==> src/rtl/a2g_rx_pkg.sv <==
// a2g_rx_pkg
// Shared definitions for the a2g rx_full status path.
//   - Bit positions of the fields inside the 32-bit rx_full status word.
//   - Width of the overflow-count field.
//   - sat_inc(): increment that holds at the all-ones value of a given width.
package a2g_rx_pkg;

  localparam int STICKY_BIT   = 31;
  localparam int FULL_NOW_BIT = 30;
  localparam int OVF_LSB      = 16;
  localparam int HWM_LSB      = 0;
  localparam int OVF_FIELD_W  = 12;
  localparam int HWM_FIELD_W  = 16;

  // Increment value by one unless it already sits at the all-ones value of
  // 'width' bits (width 1..32). Callers cast the result back to their width.
  function automatic logic [31:0] sat_inc(input logic [31:0] value,
                                          input int unsigned width);
    logic [31:0] max_val;
    if (width >= 32) begin
      max_val = 32'hFFFF_FFFF;
    end else begin
      max_val = (32'd1 << width) - 32'd1;
    end
    if (value >= max_val) begin
      return max_val;
    end
    return value + 32'd1;
  endfunction

endpackage

==> src/rtl/a2g_sat_counter.sv <==
// a2g_sat_counter
// Parameterised saturating event counter with synchronous clear.
// A clear and an event in the same cycle load 1: the event is never lost.
// Ports:
//   i_clk    clock
//   i_rst_n  asynchronous active-low reset (count -> 0)
//   i_clr    clear request (one cycle)
//   i_evt    count one event this cycle
//   o_count  current count, holds at all-ones
module a2g_sat_counter
  import a2g_rx_pkg::*;
#(
  parameter int W = 12
) (
  input  logic         i_clk,
  input  logic         i_rst_n,
  input  logic         i_clr,
  input  logic         i_evt,
  output logic [W-1:0] o_count
);

  logic [W-1:0] r_count;
  logic [W-1:0] w_count_next;
  logic [W-1:0] w_count_inc;

  always_comb begin
    w_count_inc = W'(sat_inc(32'(r_count), W));
    if (i_clr) begin
      w_count_next = i_evt ? W'(1) : '0;
    end else if (i_evt) begin
      w_count_next = w_count_inc;
    end else begin
      w_count_next = r_count;
    end
  end

  always_ff @(posedge i_clk or negedge i_rst_n) begin
    if (!i_rst_n) begin
      r_count <= '0;
    end else begin
      r_count <= w_count_next;
    end
  end

  assign o_count = r_count;

endmodule

==> src/rtl/a2g_rx_full_monitor.sv <==
// a2g_rx_full_monitor
// Watches the a2g receive FIFO in the user clock domain and builds the
// status word for the rx_full software register: sticky full flag, live
// full flag, saturating overflow count and fill high-water mark.
// Pipeline: inputs registered (stage 1), accumulators (stage 2), status
// word registered (stage 3). An input sampled at edge t shows on
// status_word after edge t+2.
// Ports:
//   user_clk     user/fabric clock
//   user_rst_n   asynchronous active-low reset
//   fifo_wr_en   FIFO write strobe
//   fifo_full    FIFO full flag
//   fifo_fill    FIFO occupancy (FILL_W bits)
//   sw_clr       software clear level; its rising edge clears the state
//   status_word  {sticky_full, full_now, 2'b0, ovf_cnt[11:0], hwm[15:0]}
//   ovf_pulse    one-cycle pulse per overflow event
//   full_cycles  (only with A2G_RX_FULL_CYCLES_EN) saturating count of
//                cycles the FIFO was full, same latency as status_word
module a2g_rx_full_monitor
  import a2g_rx_pkg::*;
#(
  parameter int FILL_W = 12,
  parameter int OVF_W  = 12
) (
  input  logic              user_clk,
  input  logic              user_rst_n,
  input  logic              fifo_wr_en,
  input  logic              fifo_full,
  input  logic [FILL_W-1:0] fifo_fill,
  input  logic              sw_clr,
  output logic [31:0]       status_word,
  output logic              ovf_pulse
`ifdef A2G_RX_FULL_CYCLES_EN
  ,
  output logic [31:0]       full_cycles
`endif
);

  // Stage 1: input registers
  logic              r_wr_q;
  logic              r_full_q;
  logic [FILL_W-1:0] r_fill_q;
  logic              r_clr_q;
  logic              r_clr_edge_d;
  logic              w_clr_edge;

  // Stage 2: accumulators
  logic              r_sticky_full;
  logic              r_full_now;
  logic [FILL_W-1:0] r_hwm;
  logic [FILL_W-1:0] w_hwm_next;
  logic [OVF_W-1:0]  w_ovf_cnt;
  logic              r_ovf_pulse;
  logic              w_event;

  // Stage 3: output register
  logic [31:0]       r_status_word;
  logic [31:0]       w_status_next;

  // The edge is registered so the clear lines up with the stage-1 data
  // that the accumulators consume one cycle later.
  assign w_clr_edge = sw_clr & ~r_clr_q;
  assign w_event    = r_wr_q & r_full_q;

  always_ff @(posedge user_clk or negedge user_rst_n) begin
    if (!user_rst_n) begin
      r_wr_q       <= 1'b0;
      r_full_q     <= 1'b0;
      r_fill_q     <= '0;
      r_clr_q      <= 1'b0;
      r_clr_edge_d <= 1'b0;
    end else begin
      r_wr_q       <= fifo_wr_en;
      r_full_q     <= fifo_full;
      r_fill_q     <= fifo_fill;
      r_clr_q      <= sw_clr;
      r_clr_edge_d <= w_clr_edge;
    end
  end

  // A clear restarts the high-water mark from the current fill level.
  always_comb begin
    if (r_clr_edge_d) begin
      w_hwm_next = r_fill_q;
    end else if (r_fill_q > r_hwm) begin
      w_hwm_next = r_fill_q;
    end else begin
      w_hwm_next = r_hwm;
    end
  end

  always_ff @(posedge user_clk or negedge user_rst_n) begin
    if (!user_rst_n) begin
      r_sticky_full <= 1'b0;
      r_full_now    <= 1'b0;
      r_hwm         <= '0;
      r_ovf_pulse   <= 1'b0;
    end else begin
      r_sticky_full <= r_full_q | (r_sticky_full & ~r_clr_edge_d);
      r_full_now    <= r_full_q;
      r_hwm         <= w_hwm_next;
      r_ovf_pulse   <= w_event;
    end
  end

  a2g_sat_counter #(
    .W (OVF_W)
  ) u_ovf_cnt (
    .i_clk   (user_clk),
    .i_rst_n (user_rst_n),
    .i_clr   (r_clr_edge_d),
    .i_evt   (w_event),
    .o_count (w_ovf_cnt)
  );

  always_comb begin
    w_status_next                            = '0;
    w_status_next[STICKY_BIT]                = r_sticky_full;
    w_status_next[FULL_NOW_BIT]              = r_full_now;
    w_status_next[OVF_LSB +: OVF_FIELD_W]    = OVF_FIELD_W'(w_ovf_cnt);
    w_status_next[HWM_LSB +: HWM_FIELD_W]    = HWM_FIELD_W'(r_hwm);
  end

  always_ff @(posedge user_clk or negedge user_rst_n) begin
    if (!user_rst_n) begin
      r_status_word <= '0;
    end else begin
      r_status_word <= w_status_next;
    end
  end

  assign status_word = r_status_word;
  assign ovf_pulse   = r_ovf_pulse;

`ifdef A2G_RX_FULL_CYCLES_EN
  logic [31:0] w_full_cycles_cnt;
  logic [31:0] r_full_cycles;

  a2g_sat_counter #(
    .W (32)
  ) u_full_cycles (
    .i_clk   (user_clk),
    .i_rst_n (user_rst_n),
    .i_clr   (r_clr_edge_d),
    .i_evt   (r_full_q),
    .o_count (w_full_cycles_cnt)
  );

  always_ff @(posedge user_clk or negedge user_rst_n) begin
    if (!user_rst_n) begin
      r_full_cycles <= '0;
    end else begin
      r_full_cycles <= w_full_cycles_cnt;
    end
  end

  assign full_cycles = r_full_cycles;
`endif

endmodule
==> config.mk <==
export PLATFORM = sky130hd
export DESIGN_NAME = a2g_rx_full_monitor
export DESIGN_NICKNAME = d
export VERILOG_FILES = /design/src/rtl/a2g_rx_pkg.sv /design/src/rtl/a2g_sat_counter.sv /design/src/rtl/a2g_rx_full_monitor.sv
export SDC_FILE = /design/constraint.sdc
export NUM_CORES = 1
export LEC_CHECK = 0
export ABC_AREA = 1
export CORE_MARGIN = 1
export CORE_UTILIZATION = 52
export DETAILED_ROUTE_END_ITERATION = 12
export PLACE_DENSITY = 0.9
export SETUP_SLACK_MARGIN = 0.15
export SLEW_MARGIN = 20
export SYNTH_ARGS = -nofsm -noshare
export SYNTH_HDL_FRONTEND = slang
export SYNTH_HIERARCHICAL = 1
export SYNTH_SLANG_ARGS = --single-unit
==> constraint.sdc <==
create_clock -name user_clk -period 2 [get_ports user_clk]
set_clock_uncertainty 0.2 [all_clocks]
set_input_delay 0.4 -clock user_clk [delete_from_list [all_inputs] [get_ports user_clk]]
set_output_delay 0.4 -clock user_clk [all_outputs]
set_load 0.02 [all_outputs]
# Word-level counts from Yosys, hierarchy flattened
# Index checks and enable logic that the tools add are counted.
# op_classes
n_mul,0
magnitude_cmp,2
add_sub_neg,1
div,0
n_shift,0
bitwise,6
eq_ne,0
n_mux,8
reduce_logical,2
# ops
operator,n
2-to-1 mux 12 bit,6
adder 12 x 1 -> 12 bit (second input constant),1
>= comparator 12 bit (second input constant),1
greater-than comparator 12 bit,1
nonzero test 2 bit,2
AND 1 bit,3
2-to-1 mux 1 bit,2
NOT 1 bit,2
bitwise OR 1 bit,1
# word_totals
ram_bits,0
latch_bits,0
ff_bits,69
out_inout_bits,33
n_memories,0
mem_bits_ro,0
inputBits,17
wordCells,30

# Depth between registers and ports, before layout
# Gate-level depths: netlist (run 1).
# logic_depth
ltp_word,5
mapped_depth,14

# Cells and area by module
# The synthesis (run 1) kept the hierarchy.
# by_module_without_submodules
module,instances,seq_area_each_um2,area_each_um2,cells_each
a2g_rx_full_monitor,1,1426.4,2030.7,168
a2g_sat_counter,1,300.3,768.2,113

# Least setup slack after synthesis (run 1)
# No wires, ideal clock.
# synth_path
path_type,reg2reg
from,register r_hwm[11]
to,register r_hwm[7]
setup_time_ns,0.116
stages_incl_launch_ff,13
arrival_time_ns,1.392
path_slack_ns,0.291
path_cell_list,dfrtp_1 > inv_1 > ha_1 > nand2_1 > inv_2 > nand2_2 > nor2_2 > nand4_1 > nand2_2 > nand2_2 > buf_6 > nand2_1 > nand2_1
# synth_via
elab_chain_cells,2
# synth_rtl
item,line_no,source
start: declaration,a2g_rx_full_monitor.sv:50,logic [FILL_W-1:0] r_hwm;
start signal: assignment,a2g_rx_full_monitor.sv:101,r_hwm <= w_hwm_next;
greater-than comparator 12 bit,a2g_rx_full_monitor.sv:85,end else if (r_fill_q > r_hwm) begin
nonzero test 2 bit (no source line),n/a,
# Every way passes these cells.
# A chain may end at the register's enable or synchronous reset.

# Worst setup path in the final report (run 1)
# layout_path
from,register r_hwm[10]
to,register r_hwm[9]
# Same word-level chain as after synthesis.

==> flow_summary.toml, run 1 <==
[logic_synthesis]
synthFlopType = "dfrtp_1"
synthArstFlopShare_pct = 100.0
yosys_warnings = 6
ys_seq_area_share_pct = 61.69
syn_inst = 281
syn_avg_cell_area_sq_um = 9.961
ys_seq_elements = 69
netlist_area_sq_um = 2799
synth_edf_count = 0
synth_cell_types = 25

[sta]
fmax_ghz = 0.5256
maxSlewViolCount = 0
period_needed_ns = 1.903
tns_ns = 0
finalCritPeriodShare_pct = 95.13
whs_ns = 0.1503
relSlewSlack_pct = 66.35
tightest_slew_ns = 0.5048
finalHoldViolCount = 0
rsz0062_at_grt = "yes"
final-setup-viol-count = 0

[detailed_routing]
vias_per_cell = 5.202
dr.max_layer_used = "met4"
post-route-drc-count = 0
route.met3.wl_um = 418
ant_nets = 0
wl_met1_um = 2362
wire_per_inst_um = 13.97
dr.pass1.iters = 7
route.met2.wl_um = 2870
wl_um = 5812
dr.first_iter.drc_count = 228
vias = 2164

[layout]
fin_nets = 371
syn_to_final_growth_pct = 29.41
fillers = 383
fin_util_pct = 70.47
drive_above_1_share_pct = 13.87
n_antenna_cell = 0

[die]
row_count = 26
die_area_sq_um = 5680
ios = 50
core-area_sq_um = 5140
die_h_um = 75.37
die_w_um = 75.37
start_util_pct = 54.45

[global_route]
grt_max_degree = 32
globalRouteTotalUtil_pct = 21.27
antenna_found_initial = 0
grt_pass1_vias = 1976
grt-ovfl-total = 0
grt_pass1_wl_um = 8666

[place]
gp_congestion = 0.8351
numPortBuffers = 43
dpl.hpwl_um = 3619

[worst_setup_path]
cp_max_fo = 12
critPathRequiredTime_ns = 2.03
rr_worst_depth = 11
slowest_stage = "dfrtp_1"
reg2reg_to = "r_hwm[9]"
slowest_delay_ns = 0.41
worstSetupEndpointType = "flop"
startpoint_type = "flop"
arrival_ns = 1.93
crit_type = "flop to flop"
crit_chain = "inv_2 > ha_4 > nand2_2 > inv_2 > nand2_2 > nor2_2 > nand4_1 > nand2_4 > nand2_8 > nand2_1 > nand2_1"
critical_path.top_delay_family = "simple AND/OR/NAND/NOR gates"
r2r-start = "r_hwm[10]"
endpoint = "r_hwm[9]"
cp_num_buf_inv = 2
cp-startpoint = "r_hwm[10]"
cp.depth = 11
r2r_slack_ns = 0.1

[clocking]
cts_buffer_depth = 2
cts_tree = "built"
cts_inserted_buffers = 9
clkLatencyLatePin_ns = 0.34
root_buffer = "clkbuf_8"
clk_pin_slew_ns = 0.06
cts.sinks = 69
ctsHtreeMaxLevel = 3

[flow_run]
max-cap-violations = 0

[power]
ir_drop_mv = 0.7658
p_leak_nw = 1.922
p_per_area_nw_per_um2 = 1158

[run_status]
run_status = "complete, no violations"

[hold_path]
hold_path.class = "flop to flop"
## power by group
group          switching, mW  internal (mW)  leakage (nW)  total (mW)
clock                  0.455          0.518        0.0877       0.973
combinational          0.809          0.563         0.971        1.37
sequential             0.174           1.68         0.863        1.85
total                   1.44           2.76          1.92        4.20
## repair_timing
item / CTS / global route
hold buffers: 1 / 0
setup buffers: 3 / 0
gates resized for setup: 28 / 21
gates cloned: 0 / 1
pin swaps: 5 / 15
endpoints found under the setup margin: 37 / 14
hold endpoints to repair: 17 / 0
## cells by family after synthesis
logic type,count (synthesis),synth area share (%)
fa+ha+maj,13,5.811
xor+xnor,1,0.3130
other cells,1,0.1340
buf+inv,43,7.063
compound gates,15,3.039
flops,69,61.69
simple gates,139,21.95
## final cells by class
| type | count | area [sq um] | area share [%] |
|---|---|---|---|
| tap | 70 | 87.58 | 2.418 |
| clock buffer | 15 | 166.4 | 4.594 |
| clock inverter | 1 | 5.005 | 0.1382 |
| timing repair buffer | 54 | 516.7 | 14.27 |
| sequential | 69 | 1727 | 47.67 |
| multi-input combinational | 174 | 996.0 | 27.50 |
| inverter | 33 | 123.9 | 3.420 |
## metrics by stage
| stage | total power [mW] | worst slack [ns] | cells | cell area (sq um) |
|---|---|---|---|---|
| after floorplan | 2.576 | 0.2915 | 286 | 2818 |
| final | 4.195 | 0.09737 | 416 | 3622 |
| after detailed placement | 3.054 | 0.1268 | 395 | 3327 |
| after CTS | 4.011 | 0.1501 | 415 | 3512 |
| after global routing | 4.450 | -0.01120 | 416 | 3622 |
| after global placement | 2.995 | 0.2065 | 395 | 3327 |
## cell usage after synthesis, types with 2 or more instances
cell / count / area, sq um
nand2_1: 87 / 326.6
dfrtp_1: 69 / 1727
inv_1: 32 / 120.1
nand3_1: 21 / 105.1
nor2_1: 14 / 52.55
ha_1: 13 / 162.7
buf_4: 7 / 52.55
o21ai_0: 6 / 30.03
a21oi_1: 5 / 25.02
nand2_2: 4 / 25.02
nand4_1: 4 / 25.02
a21o_1: 2 / 15.01
buf_2: 2 / 10.01
nand3b_1: 2 / 15.01
nor3_1: 2 / 10.01
o211ai_1: 2 / 15.01
## how the worst min path moves through the flow
stage                       to        from  slack (ns)  depth (start not counted)
3_5_place_dp   status_word[30]  r_full_now        0.14                          0
3_3_place_gp   status_word[30]  r_full_now        0.13                          0
5_1_grt        status_word[30]  r_full_now        0.15                          0
4_1_cts        status_word[30]  r_full_now        0.15                          0
6_report       status_word[30]  r_full_now        0.15                          0
2_1_floorplan        ovf_pulse  user_rst_n        -0.1                          0
## state kept, by name, summed over array words and instances, names as in the netlist
name,flops
r_sticky_full,1
r_clr_edge_d,1
r_wr_q,1
r_full_q,1
ovf_pulse,1
r_hwm,12
r_clr_q,1
status_word,26
u_ovf_cnt/o_count,12
r_fill_q,12
r_full_now,1
## worst register-to-register path, cell delays in order (launching register included)
cell	delay [ns]
dfrtp_1	0.41
inv_2	0.07
ha_4	0.27
nand2_2	0.06
inv_2	0.05
nand2_2	0.06
nor2_2	0.13
nand4_1	0.16
nand2_4	0.14
nand2_8	0.10
nand2_1	0.10
nand2_1	0.06
## layout by cell type, fill, tap and decap left out, types with 5 or more instances in the layout
cell type         n
nand2_2           5
nand3_1          14
nor2_1           14
nand3_2           8
conb_1            6
ha_1             10
o21ai_0           6
inv_1            31
clkdlybuf4s50_1  15
buf_4             6
dlygate4sd2_1    25
dfrtp_1          69
nand2_1          84
clkbuf_8         11
## layer usage
| metal | vias to the layer above | global-route usage (%) |
|---|---|---|
| met2 | 123 | 34.23 |
| met1 | 1020 | 26.88 |
| li1 | 999 | - |
| met5 | - | 0 |
| met4 | 0 | 10.08 |
| met3 | 22 | 5.952 |
Power figures use the tool's default switching activity.
==> run 2: changes to the inputs <==
--- a/config.mk
+++ b/config.mk
@@ -6,6 +6,7 @@
 export NUM_CORES = 1
 export LEC_CHECK = 0
 export ABC_AREA = 1
+export CORE_ASPECT_RATIO = 1.25
 export CORE_MARGIN = 1
 export CORE_UTILIZATION = 52
 export DETAILED_ROUTE_END_ITERATION = 12
==> run 2 against run 1 <==
Non-clock buffer count rose by 8. Hold slack is essentially flat. Count of clock-buffer cells in the layout down 2. Design area is 1.8% higher. Clock power shrank 2.9%. Sequential share of layout area shrank 0.86 points. Fmax down 0.30%. First-iteration DRC count shrank 30%. Global-route usage up 1.6 points. Via count shrank 2.2%. Die area hardly changed. Combinational power is 15% higher. Largest cell class unchanged.
==> flow_summary.toml, run 2 (synthesized netlist as in run 1, its figures left out) <==
[worst_setup_path]
worstSetupEndpointType = "flop"
critPathRequiredTime_ns = 2.08
critical_path.top_delay_family = "simple AND/OR/NAND/NOR gates"
crit_type = "flop to flop"
cp_num_buf_inv = 2
crit_chain = "inv_1 > ha_4 > a21oi_1 > nor2_1 > nor2_1 > nand3_2 > nand2_4 > clkbuf_16 > nand3_2 > nand2_1"
slowest_delay_ns = 0.41
cp_max_fo = 6
arrival_ns = 1.99
slowest_stage = "dfrtp_1"
startpoint_type = "flop"

[sta]
maxSlewViolCount = 0
finalCritPeriodShare_pct = 95.41
rsz0062_at_grt = "yes"
tns_ns = 0
fmax_ghz = 0.5240
period_needed_ns = 1.908
finalHoldViolCount = 0
tightest_slew_ns = 0.5028
relSlewSlack_pct = 66.48
final-setup-viol-count = 0
whs_ns = 0.1501

[global_route]
grt_pass1_wl_um = 9287
grt-ovfl-total = 0
grt_pass1_vias = 2057
grt_max_degree = 28
globalRouteTotalUtil_pct = 22.83
antenna_found_initial = 0

[clocking]
clk_pin_slew_ns = 0.07
cts_buffer_depth = 2
cts_inserted_buffers = 9
clkLatencyLatePin_ns = 0.34
ctsHtreeMaxLevel = 3
root_buffer = "clkbuf_8"
cts.sinks = 69
cts_tree = "built"

[layout]
final_cell_mix = "nand2_1, dfrtp_1, inv_1"
n_antenna_cell = 0
seqCellArea_sq_um = 1727
fillers = 355
drive_above_1_share_pct = 15.86
multi_input_area_sq_um = 1015
layout_commonest_cell = "nand2_1"
fin_nets = 379
largest_reg_flops = 26
syn_to_final_growth_pct = 31.78
fin_util_pct = 72.10

[power]
ir_drop_mv = 0.6023
p_leak_nw = 1.936
p_per_area_nw_per_um2 = 1181

[die]
core-area_sq_um = 5116
die_w_um = 67.62
die_area_sq_um = 5682
start_util_pct = 54.71
ios = 50
die_h_um = 84.03
row_count = 29

[hold_path]
hold_path.class = "flop to flop"

[place]
gp_congestion = 0.8953
dpl.hpwl_um = 3803
numPortBuffers = 43

[detailed_routing]
ant_nets = 0
vias_per_cell = 5.101
wire_per_inst_um = 14.52
dr.first_iter.drc_count = 159
vias = 2117
wl_um = 6024
dr.pass1.iters = 4
post-route-drc-count = 0

[flow_run]
max-cap-violations = 0

[run_status]
run_status = "complete, no violations"
## run 2: per-layer routing
layer  routed length (um)  global-route usage (%)
met1                 2347                   27.42
met2                 3222                   35.91
met3                  321                   6.011
met4                  132                   13.15
met5                    0                       0
## run 2: cell type report
type	count	area share [%]
sequential	69	46.81
multi-input combinational	174	27.51
timing repair buffer	62	15.91
clock buffer	13	4.037
inverter	33	3.358
tap	62	2.103
clock inverter	2	0.2714
## run 2: per-stage QoR
stage / std cells / power [mW] / setup slack (ns) / area [sq um]
after floorplan: 286 / 2.576 / 0.2915 / 2818
after global placement: 388 / 2.992 / 0.2484 / 3324
after detailed placement: 388 / 3.075 / 0.1495 / 3324
after CTS: 407 / 3.977 / 0.1500 / 3482
after global routing: 415 / 4.631 / -0.01860 / 3689
final: 415 / 4.356 / 0.09172 / 3689
## run 2: worst reg2reg max path, delay by kind of cell (launching register included)
family,cells,cell delay (ns)
flops,1,0.41
compound gates,1,0.17
simple gates,6,0.61
buf+inv,2,0.28
fa+ha+maj,1,0.20
## run 2: repair_timing
| action | 4_1_cts | 5_1_grt |
|---|---|---|
| hold buffers | 1 | 0 |
| hold endpoints to repair | 19 | 0 |
| gates cloned | 0 | 1 |
| resized for setup | 27 | 20 |
| pin swaps | 0 | 16 |
| setup buffers | 3 | 7 |
| endpoints found under the setup margin | 35 | 12 |
## run 2: path summary, 6_finish.rpt
path | end | slack, ns | startpoint | depth (start not counted)
setup / recovery | r_hwm[4] | 0.09 | r_hwm[9] | 10
hold / removal | status_word[30] | 0.15 | r_full_now | 0
setup reg to reg | r_hwm[4] | 0.09 | r_hwm[9] | 10
hold reg to reg | status_word[30] | 0.15 | r_full_now | 0
max in group asynchronous | r_fill_q[11] | 0.73 | user_rst_n | 3
min in group asynchronous | status_word[5] | 0.36 | user_rst_n | 2
## run 2: power by group
group	internal, mW	switching [mW]	leakage, nW
registers	1.68	0.165	0.863
logic	0.696	0.873	0.990
clock network	0.474	0.471	0.0833
==> run 3: changes to the inputs <==
--- a/config.mk
+++ b/config.mk
@@ -10,7 +10,7 @@
 export CORE_MARGIN = 1
 export CORE_UTILIZATION = 52
 export DETAILED_ROUTE_END_ITERATION = 12
-export PLACE_DENSITY = 0.9
+export PLACE_DENSITY = 0.79
 export SETUP_SLACK_MARGIN = 0.15
 export SLEW_MARGIN = 20
 export SYNTH_ARGS = -nofsm -noshare
==> run 3 against run 2 <==
Highest routed layer unchanged. Sequential power about the same. Routed wire length fell by 13%. Hold slack improved by 0.011 ns. First-iteration DRC count decreased by 22%. Setup slack improved by 0.041 ns. Critical endpoint is now r_hwm[6]. Count of clock-buffer cells in the layout fell by 4. Combinational power down 18%. Sequential share of layout area rose by 1.9 points. Largest cell class unchanged.
==> flow_summary.toml, run 3 (synthesized netlist as in run 1, its figures left out) <==
[run_status]
run_status = "complete, no violations"

[layout]
drive_above_1_share_pct = 13.37
fin_nets = 369
largest_reg_flops = 26
fin_util_pct = 69.33
layout_commonest_cell = "nand2_1"
final_cell_mix = "nand2_1, dfrtp_1, inv_1"
syn_to_final_growth_pct = 26.73
n_antenna_cell = 0

[clocking]
clkLatencyLatePin_ns = 0.34
cts_buffer_depth = 2
root_buffer = "clkbuf_8"
ctsHtreeMaxLevel = 3
clk_pin_slew_ns = 0.08
cts_tree = "built"
cts_inserted_buffers = 9
cts.sinks = 69

[die]
ios = 50
start_util_pct = 54.71
die_w_um = 67.62
core-area_sq_um = 5116
row_count = 29
die_h_um = 84.03
die_area_sq_um = 5682

[power]
p_per_area_nw_per_um2 = 1162
p_comb_share_pct = 31.1
sw_frac_of_total_pct = 35.67
power_mw = 4.123
p_leak_nw = 1.869
clkPwrFrac_pct = 24.3
seqPwrFrac_pct = 44.6
power_switching_mw = 1.471
intPower_mw = 2.652
ir_drop_mv = 0.6140

[detailed_routing]
wire_per_inst_um = 12.94
wl_um = 5252
post-route-drc-count = 0
vias_per_cell = 5.096
vias = 2069
dr.first_iter.drc_count = 124
ant_nets = 0
dr.pass1.iters = 4

[global_route]
globalRouteTotalUtil_pct = 20.74
grt_max_degree = 58
antenna_found_initial = 0
grt_pass1_vias = 2043
grt-ovfl-total = 0
grt_pass1_wl_um = 8604

[place]
dpl.hpwl_um = 3487
gp_congestion = 0.8906
numPortBuffers = 43

[flow_run]
max-cap-violations = 0

[sta]
maxSlewViolCount = 0
final-setup-viol-count = 0
period_needed_ns = 1.868
fmax_ghz = 0.5355
finalCritPeriodShare_pct = 93.38
finalHoldViolCount = 0
tns_ns = 0
rsz0062_at_grt = "yes"

[worst_setup_path]
worstSetupEndpointType = "flop"
startpoint_type = "flop"
critPathRequiredTime_ns = 2.03
cp_max_fo = 6
arrival_ns = 1.90
crit_type = "flop to flop"

[hold_path]
hold_path.class = "flop to flop"
## run 3: cell types whose count changed in the layout (fill, tap and decap cells not counted), sizes merged
| cell | previous run | this run |
|---|---|---|
| inv | 33 | 34 |
| buf | 18 | 8 |
| clkinv | 2 | 4 |
| nand2 | 91 | 92 |
| clkbuf | 14 | 9 |
| clkinvlp | 0 | 2 |
## run 3: layout make-up
class,count,area (sq um)
Clock buffer,9,123.9
Multi-Input combinational cell,175,969.7
Inverter,33,123.9
Tap cell,62,77.57
Fill cell,393,1569
Clock inverter,7,51.30
Timing Repair Buffer,51,474.2
Sequential cell,69,1727
## run 3: path summary, 6_finish.rpt
check	from	to	slack, ns	cells past startpoint
max	r_hwm[6]	r_hwm[6]	0.13	9
min	r_full_now	status_word[30]	0.16	0
max reg2reg	r_hwm[6]	r_hwm[6]	0.13	9
min reg2reg	r_full_now	status_word[30]	0.16	0
max in group asynchronous	user_rst_n	status_word[2]	0.73	3
min in group asynchronous	user_rst_n	r_fill_q[7]	0.27	2
## run 3: what timing repair did
item	CTS	global route
hold buffers	1	0
buffers inserted	0	1
hold endpoints to repair	12	0
endpoints found under the setup margin	34	12
cloned	0	2
gates resized for setup	29	15
pin swaps	0	13
## run 3: power groups by stage
stage               Clock [mW]  Combinational (mW)  Sequential, mW
detailed placement           0                1.19            1.87
global route              1.09                1.44            1.88
floorplan                    0               0.579            2.00
CTS                       1.02                1.12            1.83
finish                    1.00                1.28            1.84
global placement             0                1.15            1.85
## run 3: through the flow
step,hold slack (ns),area (sq um),setup slack (ns),std cells
6_report,0.1608,3547,0.1325,406
5_1_grt,0.1801,3547,0.04381,406
4_1_cts,0.1631,3457,0.1840,403
3_5_place_dp,0.1047,3297,0.1516,386
3_3_place_gp,0.1026,3297,0.2161,386
2_1_floorplan,-0.09559,2818,0.2915,286
## run 3: routing by layer
layer / global-route usage, % / part of all wire, % / vias up
met5: 0 / 0 / -
met4: 13.54 / 2.5 / 0
met3: 4.918 / 4.9 / 14
met2: 32.58 / 53 / 64
met1: 24.54 / 40 / 1004
li1: - / - / 987
## run 3: worst max-delay path: stages, from the launching register on
cell     delay (ns)
dfrtp_1        0.38
inv_1          0.08
ha_4           0.27
nand4_1        0.13
nor2_2         0.15
nand4_1        0.14
nand2_4        0.15
nand2_4        0.09
nand2_1        0.09
nand2_1        0.06
